File: config.mk
export PLATFORM = sky130hd
export DESIGN_NAME = trng_sampler
export DESIGN_NICKNAME = d
export VERILOG_FILES = /design/src/rtl/trng_pkg.sv /design/src/rtl/trng_sync2.sv /design/src/rtl/trng_sampler.sv
export SDC_FILE = /design/constraint.sdc
export NUM_CORES = 1
export LEC_CHECK = 0
export CAP_MARGIN = 20
export CORE_AREA = 2 2 91 128
export CTS_CLUSTER_DIAMETER = 50
export DETAILED_ROUTE_END_ITERATION = 6
export DIE_AREA = 0 0 93 130
export HOLD_SLACK_MARGIN = 0.02
export PLACE_DENSITY = 0.61
export SLEW_MARGIN = 20
export SYNTH_ARGS = -nofsm -noshare
export SYNTH_HDL_FRONTEND = slang
export SYNTH_SLANG_ARGS = --single-unit
File: constraint.sdc
create_clock -name clk -period 3.86 [get_ports clk]
set_input_delay 0.386 -clock clk [delete_from_list [all_inputs] [get_ports clk]]
set_output_delay 0.386 -clock clk [all_outputs]
set_load 0.005 [all_outputs]
File: src/rtl/trng_pkg.sv
// Shared types and constants for the TRNG sampler: FSM states, cell control
// encodings and default parameter values.
package trng_pkg;

  typedef enum logic [1:0] {
    IDLE   = 2'd0,
    RST    = 2'd1,
    RUN    = 2'd2,
    SAMPLE = 2'd3
  } state_t;

  // {T, I1, I2} toward osc_cell
  localparam logic [2:0] CTRL_RST = 3'b000;
  localparam logic [2:0] CTRL_OSC = 3'b110;

  localparam int WORD_W_DEF  = 32;
  localparam int RST_CYC_DEF = 8;
  localparam int ACC_CYC_DEF = 64;

  function automatic int max2(input int a, input int b);
    return (a > b) ? a : b;
  endfunction

  // Cell controls that go with a given state; RUN and SAMPLE both oscillate.
  function automatic logic [2:0] ctrl_of(input state_t s);
    return ((s == RUN) || (s == SAMPLE)) ? CTRL_OSC : CTRL_RST;
  endfunction

endpackage

File: src/rtl/trng_sync2.sv
// Two-flop synchronizer for the asynchronous oscillator output.
module trng_sync2 (
  input  logic clk,
  input  logic rst_n,
  input  logic d,
  output logic q
);

  (* ASYNC_REG = "TRUE" *) logic [1:0] ff;

  // Shift the async input through two flops before anyone looks at it.
  always_ff @(posedge clk or negedge rst_n) begin
    if (!rst_n) ff <= 2'b00;
    else        ff <= {ff[0], d};
  end

  assign q = ff[1];

endmodule

File: src/rtl/trng_sampler.sv
// TRNG sampler: drives osc_cell through reset/free-run/sample, captures one
// raw bit per cycle, packs bits into words behind a valid/ready output.
// Optional von Neumann debiasing is enabled with `define TRNG_VN_DEBIAS_EN.
module trng_sampler
  import trng_pkg::*;
#(
  parameter int WORD_W  = WORD_W_DEF,
  parameter int RST_CYC = RST_CYC_DEF,
  parameter int ACC_CYC = ACC_CYC_DEF
) (
  input  logic              clk,
  input  logic              rst_n,
  input  logic              en,
  input  logic              osc_in,
  output logic              osc_t,
  output logic              osc_i1,
  output logic              osc_i2,
  output logic [WORD_W-1:0] rnd_data,
  output logic              rnd_valid,
  input  logic              rnd_ready
);

  localparam int CNT_W  = $clog2(max2(RST_CYC, ACC_CYC) + 1);
  localparam int BCNT_W = $clog2(WORD_W + 1);
  localparam logic [CNT_W-1:0]  RST_LD = CNT_W'(RST_CYC - 1);
  localparam logic [CNT_W-1:0]  ACC_LD = CNT_W'(ACC_CYC - 1);
  localparam logic [BCNT_W-1:0] FULL   = BCNT_W'(WORD_W);

  state_t             state, state_nxt;
  logic [CNT_W-1:0]   cnt, cnt_nxt;
  logic [2:0]         ctrl;
  logic               raw;
  logic               sample;
  logic               bit_vld, bit_val;
  logic [WORD_W-1:0]  shreg;
  logic [BCNT_W-1:0]  bcnt;
  logic               load, room;

  trng_sync2 u_sync (
    .clk   (clk),
    .rst_n (rst_n),
    .d     (osc_in),
    .q     (raw)
  );

  // A full word leaves the packer when the output register is empty or
  // draining this cycle. The FSM only starts a new bit when the packer will
  // have space for it, so no sampled bit is ever dropped.
  assign load   = (bcnt == FULL) && (!rnd_valid || rnd_ready);
  assign room   = (bcnt != FULL) || load;
  assign sample = (state == SAMPLE) && en;

  // State, shared cycle counter and registered cell controls.
  always_ff @(posedge clk or negedge rst_n) begin
    if (!rst_n) begin
      state <= IDLE;
      cnt   <= '0;
      ctrl  <= CTRL_RST;
    end else begin
      state <= state_nxt;
      cnt   <= cnt_nxt;
      ctrl  <= ctrl_of(state_nxt);
    end
  end

  // Next state; the counter is reloaded on every entry into RST or RUN.
  always_comb begin
    state_nxt = state;
    cnt_nxt   = cnt;
    case (state)
      IDLE: begin
        if (en) begin
          state_nxt = RST;
          cnt_nxt   = RST_LD;
        end
      end
      RST: begin
        if (cnt != '0) begin
          cnt_nxt = cnt - 1'b1;
        end else if (room) begin
          state_nxt = RUN;
          cnt_nxt   = ACC_LD;
        end
      end
      RUN: begin
        if (cnt != '0) begin
          cnt_nxt = cnt - 1'b1;
        end else begin
          state_nxt = SAMPLE;
          cnt_nxt   = '0;
        end
      end
      SAMPLE: begin
        state_nxt = RST;
        cnt_nxt   = RST_LD;
      end
      default: begin
        state_nxt = IDLE;
        cnt_nxt   = '0;
      end
    endcase
    if (!en) begin
      state_nxt = IDLE;
      cnt_nxt   = '0;
    end
  end

  assign osc_t  = ctrl[2];
  assign osc_i1 = ctrl[1];
  assign osc_i2 = ctrl[0];

`ifdef TRNG_VN_DEBIAS_EN
  logic vn_have, vn_first;

  // Hold the first raw bit of each pair until its partner arrives.
  always_ff @(posedge clk or negedge rst_n) begin
    if (!rst_n) begin
      vn_have  <= 1'b0;
      vn_first <= 1'b0;
    end else if (!en) begin
      vn_have  <= 1'b0;
      vn_first <= 1'b0;
    end else if (sample) begin
      if (!vn_have) begin
        vn_have  <= 1'b1;
        vn_first <= raw;
      end else begin
        vn_have  <= 1'b0;
      end
    end
  end

  // 10 -> 1, 01 -> 0: the emitted bit equals the first bit of a differing pair.
  assign bit_vld = sample && vn_have && (vn_first != raw);
  assign bit_val = vn_first;
`else
  assign bit_vld = sample;
  assign bit_val = raw;
`endif

  // Packer: oldest bit ends up at the MSB; disabling throws away the partial word.
  always_ff @(posedge clk or negedge rst_n) begin
    if (!rst_n) begin
      shreg <= '0;
      bcnt  <= '0;
    end else if (!en) begin
      shreg <= '0;
      bcnt  <= '0;
    end else if (bit_vld) begin
      shreg <= {shreg[WORD_W-2:0], bit_val};
      bcnt  <= bcnt + 1'b1;
    end else if (load) begin
      bcnt  <= '0;
    end
  end

  // Output holding register; a load during an accept keeps valid high.
  always_ff @(posedge clk or negedge rst_n) begin
    if (!rst_n) begin
      rnd_data  <= '0;
      rnd_valid <= 1'b0;
    end else if (load) begin
      rnd_data  <= shreg;
      rnd_valid <= 1'b1;
    end else if (rnd_ready) begin
      rnd_valid <= 1'b0;
    end
  end

endmodule

# [Word-level counts from Yosys, hierarchy flattened]
# Index checks and enable logic that the tools add are counted.
# Widths: inputs -> output; s select.
[op_classes] add_sub_neg=2 multipliers=0 div=0 order_cmp=0 eq_ne=10 n_shift=0 muxes=18 n_bitwise=0 n_reduce_logical=10
[ops] cell="$mux 32" n=2
[ops] cell="$mux 7" n=4
[ops] cell="$pmux 7 s3" n=1
[ops] cell="$mux 6" n=3
[ops] cell="$eq 2x2->1 const B" n=4
[ops] cell="$mux 2" n=4
[ops] cell="$reduce_bool 7->1" n=1
[ops] cell="$sub 7x1->7 const B" n=1
[ops] cell="$add 6x1->6 const B" n=1
[ops] cell="$eq 6x6->1 const B" n=1
[ops] cell="$ne 6x6->1 const B" n=1
[ops] cell="$pmux 2 s3" n=1
[ops] cell="$ne 4x4->1 const B" n=1
[ops] cell="$logic_or 1x1->1" n=3
[ops] cell="$mux 3" n=1
[ops] cell="$ne 3x1->1 const B" n=1
[ops] cell="$eq 2x1->1 const B" n=1
[ops] cell="$logic_and 1x1->1" n=2
[ops] cell="$logic_not 2->1" n=1
[ops] cell="$mux 1" n=2
[ops] cell="$ne 2x1->1 const B" n=1
[ops] cell="$reduce_bool 2->1" n=1
[ops] cell="$reduce_or 2->1" n=1
[ops] cell="$logic_not 1->1" n=1
[word_totals] reg_bits=85 latchBits=0 mem_bits_rw=0 romBits=0 input_bits=5 out_inout_bits=36 elab_cells=48 n_memories=0

# [Logic depth before layout (Yosys ltp)]
[depth] depth_word=11 ltp_mapped=7 mapped_depth_nobuf=6

# [Hierarchy]
# A second synthesis with hierarchy kept.
[hier_totals] cells_unflattened=281 area_unflattened_um2=3637.2
[modules_own_cells] module="trng_sampler" instances=1 cells_per_inst=279 area_each_um2=3587.2
[modules_own_cells] module="trng_sync2" instances=1 cells_per_inst=2 area_each_um2=50.0

# [Least setup slack after synthesis]
# Ideal clock, no wire load.
[synth_timing] path_kind="register to register" start="reg bcnt[0]" end="reg rnd_data[0]" arrival_time_ns=1.501 required_time_ns=3.735 path_slack_ns=2.235 path_stages_with_launch=7 path_cell_list="dfrtp_1 > inv_1 > ha_1 > and3b_1 > nand3_2 > buf_2 > mux2_2"
[synth_via] elab_chain_cells=2
[synth_rtl] item="from (decl)" line="trng_sampler.sv:36" text="logic [BCNT_W-1:0] bcnt;"
[synth_rtl] item="from (signal assigned)" line="trng_sampler.sv:151" text="bcnt <= bcnt + 1'b1;"
[synth_rtl] item="$eq 6x6->1" line="trng_sampler.sv:49" text="assign load = (bcnt == FULL) && (!rnd_valid || rnd_ready);"
[synth_rtl] item="$logic_and 1x1->1" line="trng_sampler.sv:49"
[synth_rtl] item="to (signal assigned)" line="trng_sampler.sv:163" text="rnd_data <= shreg;"
[synth_rtl] item="to (decl)" line="trng_sampler.sv:18" text="output logic [WORD_W-1:0] rnd_data,"
# Every way passes these cells.
# A chain may end at the register's enable or synchronous reset.

# [Worst setup path after layout]
[layout_timing] start="reg bcnt[0]" end="reg rnd_data[6]"
# The elaborated chain is that of the path after synthesis.

==> results.cfg <==
[outcome]
status = completed

[drt]
drc = 0
dr.first_iter.drc_count = 78
ant_nets = 0
viasPerCell = 4.75
dr.pass1.iters = 4
drt-wirelength-per-cell_um = 14.0
via_count = 2301
routed_wl_um = 6800

[floorplan]
core_area_um2 = 11100
initial_utilization_pct = 33.9
num_rows = 46
fp.dieW_um = 93
die_h_um = 130
die_area_um2 = 12100
ios = 41

[worst_hold_path]
hold_path.class = primary input to asynchronous set/reset pin

[global_routing]
grt_pass1_vias = 2357
grt_usage_pct = 12.2
grt_pass1_wl_um = 11600
antenna_found_initial = 0
grt_max_degree = 84
overflow = 0

[clock_network]
path_clk_slew_ps = 60
holdBufCountCts = 0
clk_latency_ps = 330
clock_sinks = 83
h-tree-depth = 3
clockBufferDepth = 2
cts_resized = 0
post_cts_buffers = 0
cts_root_buffer = clkbuf_16
cts_tree = done
cts_buffers = 9

[placement]
post-place-ws_ps = 1770
port-buffer-count = 39
dp_cells = 469
place.gp.congestion = 0.864
dp_hpwl_um = 4210

[power_and_ir_drop]
p_switching_uw = 666
powerDensity_nw_per_um2 = 503
pwr-share-seq_pct = 42.8
worst_ir_drop_vdd_mv = 0.219
switching_share_pct = 29.2
p_leak_nw = 1.98
combPwrFrac_pct = 23.3
intPower_mw = 1.61
pwr-share-clk_pct = 34.0

[timing]
fmax_mhz = 518
rsz0062_at_grt = no
tightestPinTransition_ps = 767
post-route-worst-setup-slack_ps = 1930
fin_crit_ps = 1930
fin_setup_tns_ps = 0
slew_headroom_pct = 48.9
finalSetupViolCount = 0
finalHoldViolCount = 0
period_share_pct = 50.0
finalClockSkew_ps = 5.24
slew_violations = 0

[synthesis]
synthAdderAreaFrac_pct = 2.67
synth_top_family_by_area = multiplexers
synth-xor-area-share_pct = 0.934
synth-simple-area-share_pct = 14.2
yosysWarningCount = 0
synth_top_area_share_pct = 55.4
syn_inst = 300
synthMuxAreaShare_pct = 18.7
yosysMostFrequentCell = dfrtp_1
synth_ff_type = dfrtp_1
synth.avg_cell_area_um2 = 12.5
synth_compound_area_share_pct = 5.01
synth_nets = 313
yosysTopAreaCell = dfrtp_1
synth_area_um2 = 3750
synth_edf_count = 0
async_flop_share_pct = 100
synth_cell_types = 50
yosys-top-cells-area = dfrtp_1, mux2_2, mux2i_1
synth_common_cells = dfrtp_1, mux2i_1, nor2b_1
ys_seq_elements = 83
ys_seq_area_share_pct = 55.4

[worst_setup_path]
slowest_stage = buf_4
path_class = flop to flop
crit_chain = inv_1, ha_1, and3b_1, nand3_2, buf_4, mux2_2
crit_path_end_kind = flop
worstPathRequired_ps = 4080
cp_max_fo = 35
cp.arrival_ps = 2150
cpPeakStageDelay_ps = 410
setup.worst_path.start_class = flop

[final_layout]
fin_cells = 484
n_fill_cell = 1081
nets = 349
drive_above_1_share_pct = 16.8
area_growth_pct = 20.8
diodes = 0

[run]
cap_violations = 0
[layer usage]
metal / track usage, % / vias to the layer above / part of all wire (%)
met3: 2.89 / 7 / 3.4
met4: 6.40 / 0 / 1.8
met5: 0 / - / 0
met1: 15.8 / 1147 / 47
met2: 19.1 / 48 / 48
li1: - / 1099 / -
[path summary, 6_finish.rpt]
path                                              from                        to  slack, ps  cells after the start
worst max register to register     bcnt[0]$_DFFE_PN0P_   rnd_data[6]$_DFFE_PN0P_       1930                      6
worst min register to register  u_sync.ff[0]$_DFF_PN0_    u_sync.ff[1]$_DFF_PN0_        360                      0
max in group asynchronous                        rst_n  rnd_data[12]$_DFFE_PN0P_       3230                      1
min in group clk                u_sync.ff[0]$_DFF_PN0_    u_sync.ff[1]$_DFF_PN0_        360                      0
worst min-delay path                             rst_n        cnt[3]$_DFFE_PN0P_         70                      1
worst max-delay path               bcnt[0]$_DFFE_PN0P_   rnd_data[6]$_DFFE_PN0P_       1930                      6
[final cells by class]
type	instances	area (um2)	area share (%)
Sequential cell	83	2080	45.9
Timing Repair Buffer	42	414	9.15
Tap cell	144	180	3.98
Clock buffer	13	250	5.53
Multi-Input combinational cell	192	1560	34.5
Inverter	8	30.0	0.663
Clock inverter	2	12.5	0.276
[stage by stage]
stage | area, um2 | hold slack [ps] | util [%] | power (mW)
after global routing | 4530 | 179 | 41.0 | 2.41
after CTS | 4520 | 289 | 40.9 | 2.30
after global placement | 4260 | 338 | 38.6 | 1.50
after floorplan | 3750 | 90.4 | - | 1.40
after detailed placement | 4260 | 354 | 38.6 | 1.51
final | 4530 | 73.1 | 41.0 | 2.28
[cells by family after synthesis]
logic type,after synthesis
buffers and inverters,25
AND/OR/NAND/NOR,85
other,1
flip-flops,83
multiplexers,66
adder cells (fa/ha/maj),8
AO/OA/AOI/OAI,28
XOR/XNOR,4
[critical path, delay by kind of cell (launching register included)]
family	cells	cell delay, ps
adders and majority gates	1	200
muxes	1	390
buffers and inverters	2	490
and+or+nand+nor	2	310
DFF	1	400
[sequential cells by signal, indices dropped and copies added (netlist names)]
name	count
cnt	7
u_sync.ff	2
shreg	32
state	2
rnd_valid	1
rnd_data	32
bcnt	6
ctrl	1
[placed cells by master, fill, tap and decap left out, types with 3 or more instances in the layout]
cell             instances
dfrtp_1                 83
clkdlybuf4s50_1         38
mux2i_1                 34
nor2b_1                 34
mux2_2                  32
nand2_1                 16
clkbuf_16                9
inv_1                    8
ha_1                     7
a21oi_1                  4
o21ai_0                  4
or2_2                    3
o21a_1                   3
nand3_1                  3
nand2b_1                 3
nor2_1                   3
a31oi_1                  3
a21boi_1                 3
nor3b_1                  3
clkbuf_1                 3
buf_4                    3
[power by group through the flow]
stage	logic (mW)	registers (mW)	clock network (mW)
finish	0.530	0.974	0.774
global route	0.597	0.981	0.837
floorplan	0.426	0.972	0
detailed placement	0.526	0.987	0
global placement	0.519	0.985	0
CTS	0.530	0.971	0.802
(Power assumes the default switching activity.)
